$ cat src/rtl/alu_serial_2bit_if.sv
// Request/response bundle for alu_serial_2bit.
// Start is taken only when busy is low; done is a one-cycle pulse and r/co/v/z hold until the next done.
interface alu_serial_2bit_if #(
    parameter int WIDTH = 8
);
    logic             start;
    logic [WIDTH-1:0] a;
    logic [WIDTH-1:0] b;
    logic [1:0]       s;
    logic             ci;
    logic             busy;
    logic             done;
    logic [WIDTH-1:0] r;
    logic             co;
    logic             v;
    logic             z;

    modport master (
        output start, a, b, s, ci,
        input  busy, done, r, co, v, z
    );

    modport slave (
        input  start, a, b, s, ci,
        output busy, done, r, co, v, z
    );
endinterface

$ cat src/rtl/alu_serial_2bit.sv
// Bit-serial ALU: one 2-bit slice (ADD/XOR/AND/pass-A) per clock, LSB first, registered carry.
// Optional macro ALU_SERIAL_FAST_LOGIC_EN: non-ADD ops finish in a single RUN cycle.
module alu_serial_2bit #(
    parameter int WIDTH = 8
) (
    input  logic                clk,
    input  logic                rst_n,
    alu_serial_2bit_if.slave    bus,
    output logic [1:0]          state_dbg
);
    localparam int N  = WIDTH / 2;
    localparam int CW = (N > 1) ? $clog2(N) : 1;

    localparam logic [1:0] IDLE    = 2'd0;
    localparam logic [1:0] RUN     = 2'd1;
    localparam logic [1:0] DONE_ST = 2'd2;

    logic [1:0]       state;
    logic [CW-1:0]    cnt;
    logic             carry;
    logic [1:0]       op;
    logic [WIDTH-1:0] a_sh;
    logic [WIDTH-1:0] b_sh;
    logic [WIDTH-1:0] acc;

    logic             c1;
    logic             c2;
    logic [1:0]       slice;
    logic [WIDTH-1:0] slice_ext;
    logic [WIDTH-1:0] acc_next;
    logic             last;
    logic             is_add;

    // Operands shift right so the active slice always sits at bit [1:0];
    // results enter at the top of acc and walk down to their final position.
    always_comb begin
        c1        = (a_sh[0] & b_sh[0]) | (carry & (a_sh[0] ^ b_sh[0]));
        c2        = (a_sh[1] & b_sh[1]) | (c1 & (a_sh[1] ^ b_sh[1]));
        is_add    = (op == 2'b00);
        last      = (cnt == CW'(N - 1));
        slice     = 2'b00;
        case (op)
            2'b00:   slice = {a_sh[1] ^ b_sh[1] ^ c1, a_sh[0] ^ b_sh[0] ^ carry};
            2'b01:   slice = a_sh[1:0] ^ b_sh[1:0];
            2'b10:   slice = a_sh[1:0] & b_sh[1:0];
            default: slice = a_sh[1:0];
        endcase
        slice_ext = WIDTH'(slice);
        acc_next  = (acc >> 2) | (slice_ext << (WIDTH - 2));
    end

`ifdef ALU_SERIAL_FAST_LOGIC_EN
    logic [WIDTH-1:0] logic_res;

    always_comb begin
        logic_res = a_sh;
        case (op)
            2'b01:   logic_res = a_sh ^ b_sh;
            2'b10:   logic_res = a_sh & b_sh;
            default: logic_res = a_sh;
        endcase
    end
`endif

    always_ff @(posedge clk or negedge rst_n) begin
        if (!rst_n) begin
            state  <= IDLE;
            cnt    <= '0;
            carry  <= 1'b0;
            op     <= 2'b00;
            a_sh   <= '0;
            b_sh   <= '0;
            acc    <= '0;
            bus.r  <= '0;
            bus.co <= 1'b0;
            bus.v  <= 1'b0;
            bus.z  <= 1'b0;
        end else begin
            case (state)
                IDLE: begin
                    if (bus.start) begin
                        a_sh  <= bus.a;
                        b_sh  <= bus.b;
                        op    <= bus.s;
                        carry <= bus.ci;
                        cnt   <= '0;
                        acc   <= '0;
                        state <= RUN;
                    end
                end
                RUN: begin
`ifdef ALU_SERIAL_FAST_LOGIC_EN
                    if (!is_add) begin
                        acc    <= logic_res;
                        bus.r  <= logic_res;
                        bus.co <= 1'b0;
                        bus.v  <= 1'b0;
                        bus.z  <= (logic_res == '0);
                        state  <= DONE_ST;
                    end else
`endif
                    begin
                        a_sh  <= a_sh >> 2;
                        b_sh  <= b_sh >> 2;
                        acc   <= acc_next;
                        carry <= is_add ? c2 : 1'b0;
                        cnt   <= cnt + CW'(1);
                        // c1 of the last slice is the carry into bit WIDTH-1
                        if (last) begin
                            bus.r  <= acc_next;
                            bus.co <= is_add & c2;
                            bus.v  <= is_add & (c1 ^ c2);
                            bus.z  <= (acc_next == '0);
                            cnt    <= '0;
                            state  <= DONE_ST;
                        end
                    end
                end
                DONE_ST: state <= IDLE;
                default: state <= IDLE;
            endcase
        end
    end

    assign bus.busy  = (state != IDLE);
    assign bus.done  = (state == DONE_ST);
    assign state_dbg = state;
endmodule

$ cat src/flat_wrapper.sv
// flat-port wrapper written by rule: the top's interface ports become plain ports
module alu_serial_2bit_flat 
#(
    parameter int WIDTH = 8
)
  (clk, rst_n, state_dbg, bus_start, bus_a, bus_b, bus_s, bus_ci, bus_busy, bus_done, bus_r, bus_co, bus_v, bus_z);
  alu_serial_2bit_if #(.WIDTH(WIDTH)) bus_i ();
  input  logic clk;
  input  logic rst_n;
  output logic [1:0] state_dbg;
  input wire logic [$bits(bus_i.start)-1:0] bus_start;
  input wire logic [$bits(bus_i.a)-1:0] bus_a;
  input wire logic [$bits(bus_i.b)-1:0] bus_b;
  input wire logic [$bits(bus_i.s)-1:0] bus_s;
  input wire logic [$bits(bus_i.ci)-1:0] bus_ci;
  output wire logic [$bits(bus_i.busy)-1:0] bus_busy;
  output wire logic [$bits(bus_i.done)-1:0] bus_done;
  output wire logic [$bits(bus_i.r)-1:0] bus_r;
  output wire logic [$bits(bus_i.co)-1:0] bus_co;
  output wire logic [$bits(bus_i.v)-1:0] bus_v;
  output wire logic [$bits(bus_i.z)-1:0] bus_z;
  assign bus_i.start = bus_start;
  assign bus_i.a = bus_a;
  assign bus_i.b = bus_b;
  assign bus_i.s = bus_s;
  assign bus_i.ci = bus_ci;
  assign bus_busy = bus_i.busy;
  assign bus_done = bus_i.done;
  assign bus_r = bus_i.r;
  assign bus_co = bus_i.co;
  assign bus_v = bus_i.v;
  assign bus_z = bus_i.z;
  alu_serial_2bit #(.WIDTH(WIDTH)) u_core (.clk(clk), .rst_n(rst_n), .bus(bus_i), .state_dbg(state_dbg));
endmodule
$ cat config.mk
export PLATFORM = sky130hd
export DESIGN_NAME = alu_serial_2bit_flat
export DESIGN_NICKNAME = d
export VERILOG_FILES = /design/src/rtl/alu_serial_2bit_if.sv /design/src/rtl/alu_serial_2bit.sv /design/src/flat_wrapper.sv
export SDC_FILE = /design/constraint.sdc
export NUM_CORES = 1
export LEC_CHECK = 0
export CORE_MARGIN = 8
export CORE_UTILIZATION = 50
export DETAILED_ROUTE_END_ITERATION = 10
export GPL_ROUTABILITY_DRIVEN = 0
export PLACE_DENSITY = 0.82
export SLEW_MARGIN = 5
export SYNTH_ARGS = -nofsm -noshare
export SYNTH_HDL_FRONTEND = slang
export SYNTH_SLANG_ARGS = --single-unit
$ cat constraint.sdc
create_clock -name clk -period 3 [get_ports clk]
set_clock_uncertainty 0.2 [all_clocks]
set_input_delay 0.3 -clock clk [delete_from_list [all_inputs] [get_ports clk]]
set_output_delay 0.3 -clock clk [all_outputs]
set_load 0.02 [all_outputs]
==> results.tsv <==
stage	metric	value	unit
timing	Max transition margin	43.3	%
clock_tree	Root Buffer	clkbuf_8	
layout	Layout Cells excl Fill	248	
setup_path	Setup crit start kind	flop	
layout	Antenna diodes	0	
logic_synthesis	synth cell count leaders	dfrtp_1 (40), nand2_1 (36), mux2i_1 (12), o21ai_1 (12), o21ai_0 (11)	
global_route	GR Overflow Total	0	
setup_path	Crit Path Category	reg2reg	
placement	Cells after DPL	239	
timing	final count of pins violating max slew	0	
clock_tree	clock latency on the worst-skew pair	0.30	ns
global_route	largest net degree at the start of global routing	41	
routing	Via density	5.21	
placement	I/O Buffers	36	
routing	drt wl/cell	14.8	um
timing	fin worst setup slack	0.560	ns
clock_tree	clk slew on worst S/H paths	0.08	ns
global_route	first-pass GRT wire length	6350	um
logic_synthesis	sequential share of the synthesized area	54.3	%
layout	layout cells sized above 1	13.0	%
logic_synthesis	Most used DFF post-synth	dfrtp_1	
placement	post-DP HPWL	2680	um
setup_path	Crit. Startpoint	u_core.b_sh[0]$_DFFE_PN0P_	
layout	fillcell total	292	
setup_path	crit end category	flop	
status	outcome	finished clean	
timing	Least-Margin Pin Slew	0.850	ns
layout	Register Area	1000	sq um
routing	Remaining DRCs	0	
floorplan	# IOs	37	
routing	First DRT Iteration DRCs	89	
timing	fin crit share	81.3	%
floorplan	core box area	3610	sq um
layout	Syn-to-layout area delta	26.7	%
logic_synthesis	largest area contributor in the netlist	dfrtp_1	
logic_synthesis	Synth Area in Simple Gates	12.4	%
placement	Post-DP Area	2210	sq um
clock_tree	CTS tree	built	
job	Max-Cap Viols	0	
timing	RSZ-0062 raised after global routing	false	
floorplan	die span in y	76.7	um
timing	setup TNS	0	ns
placement	pre-CTS WS	0.577	ns
routing	vias	1292	
clock_tree	htree depth	2	
floorplan	FP Rows	22	
clock_tree	CTS max path bufs	2	
logic_synthesis	cell with the most instances after synthesis	dfrtp_1	
power	VDD IR max	0.443	mV
setup_path	Crit path required time	2.99	ns
timing	hold_ws	0.293	ns
timing	final setup vio count	0	
layout	nets	226	
timing	Tmin final	2.44	ns
logic_synthesis	Async S/R FF share, synth	100	%
floorplan	Die ar.	5880	sq um
logic_synthesis	post-synthesis xor/xnor area fraction	0.475	%
setup_path	Critical Path AT	2.43	ns
clock_tree	Post-CTS Setup Bufs	0	
logic_synthesis	adder-cell share of the synthesized area	4.21	%
power	power density cells	1010	nW/um^2
logic_synthesis	Area contributors post-synth	dfrtp_1 (54%), nand2_1 (7.3%), mux2i_1 (6.5%)	
timing	Hold Fails Final Rpt	0	
min_path	Worst Hold Class	reg2reg	
global_route	vias in the first global route	1357	
global_route	initial antenna violation count	0	
logic_synthesis	cell area after synthesis	1840	sq um
logic_synthesis	top-area cell type share of the netlist area	54.3	%
logic_synthesis	number of synthesized register bits	40	
floorplan	starting density of the core	51.1	%
logic_synthesis	Post-synth EDFFs	0	
routing	final WL	3670	um
min_path	Min-Delay Startpoint	u_core.bus.z$_DFFE_PN0P_	
logic_synthesis	syn nets	189	
setup_path	worst reg2reg path startpoint	u_core.b_sh[0]$_DFFE_PN0P_	
routing	remaining antenna violation count	0	
clock_tree	CTS Sinks	40	
logic_synthesis	fraction of synthesized area in multiplexers	13.8	%
routing	router iterations before antenna repair	4	
logic_synthesis	syn avg cell area	11.4	sq um
layout	Multi-input gate area	757	sq um
clock_tree	TritonCTS Buffers	5	
layout	post-route design area	2340	sq um
logic_synthesis	area fraction in compound gates after synthesis	10.2	%
timing	Max Freq	410	MHz
logic_synthesis	largest family of logic cells by synthesized area	multiplexers	
logic_synthesis	Synthesis Warnings	0	
floorplan	die width	76.7	um
setup_path	worst-path fanout max	3	
global_route	Tot GR Track Use	13.1	%
logic_synthesis	Post-Synthesis Cells	162	
logic_synthesis	Distinct cells, synth	32	
power	Lkg Pwr	1.02	nW
==> what timing repair did <==
action	CTS	global route
hold buffers	1	0
gates resized for setup	0	0
hold endpoints to repair	40	0
setup endpoints to repair	0	0
==> worst paths after layout <==
kind / slack, ns / to / depth (start not counted)
setup / recovery: 0.56 / u_core.bus.z$_DFFE_PN0P_ / 5
hold / removal: 0.29 / u_core.bus.z$_DFFE_PN0P_ / 1
setup reg to reg: 0.56 / u_core.bus.z$_DFFE_PN0P_ / 5
hold reg to reg: 0.29 / u_core.bus.z$_DFFE_PN0P_ / 1
max in group asynchronous: 1.62 / u_core.b_sh[1]$_DFFE_PN0P_ / 2
min in group asynchronous: 0.45 / u_core.bus.r[2]$_DFFE_PN0P_ / 2
==> cell type report <==
type	instances	area share, %
clock buffers	5	2.95
clock inverters	3	1.82
inverters	7	1.12
multi-input cells	106	32.4
flip-flops and latches	40	42.8
well taps	48	2.57
repair buffers	39	16.3
==> metal layers <==
| layer | up-vias | track usage (%) | routed length (um) |
|---|---|---|---|
| li1 | 631 | - | - |
| met1 | 623 | 15.1 | 1640 |
| met2 | 32 | 21.4 | 1770 |
| met3 | 6 | 5.36 | 218 |
| met4 | 0 | 4.62 | 46 |
| met5 | - | 0 | 0 |
==> sequential cells by signal (all words and copies together), names as in the netlist <==
name / cells
u_core.bus.co: 1
u_core.state_dbg: 2
u_core.bus.r: 8
u_core.a_sh: 8
u_core.op: 2
u_core.cnt: 2
u_core.acc: 6
u_core.b_sh: 8
u_core.bus.v: 1
u_core.carry: 1
u_core.bus.z: 1
==> through the flow <==
stage	util [%]	power [mW]
2_1_floorplan	-	1.62
3_3_place_gp	61.4	1.90
3_5_place_dp	61.4	1.96
4_1_cts	64.8	2.40
5_1_grt	64.8	2.56
6_report	64.8	2.37
==> power breakdown <==
part | leakage, nW | total, mW | internal, mW | switching (mW)
Clock | 0.0541 | 0.434 | 0.246 | 0.188
Sequential | 0.521 | 0.923 | 0.751 | 0.172
Combinational | 0.445 | 1.01 | 0.482 | 0.532
Total | 1.02 | 2.37 | 1.48 | 0.891
==> critical path, stage by stage, from the launching register on <==
cell	delay, ns
dfrtp_1	0.43
fa_1	0.46
inv_1	0.09
fa_1	0.40
mux4_2	0.49
a32o_1	0.26
==> logic make-up (layout without fill, tap and decap cells) <==
group                      Yosys count  after routing
buffers and inverters               16             54
DFF                                 40             40
muxes                               22             22
adders and majority gates            5              5
and+or+nand+nor                     47             47
AOI/OAI and AO/OA                   31             31
xor gates and xnor gates             1              1
==> placed cells by master (no fill, tap or decap), types with 3 or more instances in the layout <==
cell,n
clkbuf_8,5
nand2_1,36
mux2i_1,12
ha_1,3
inv_1,7
clkdlybuf4s50_1,35
dfrtp_1,40
mux2_2,8
o21ai_0,11
o21ai_1,12
(Power assumes the default switching activity.)
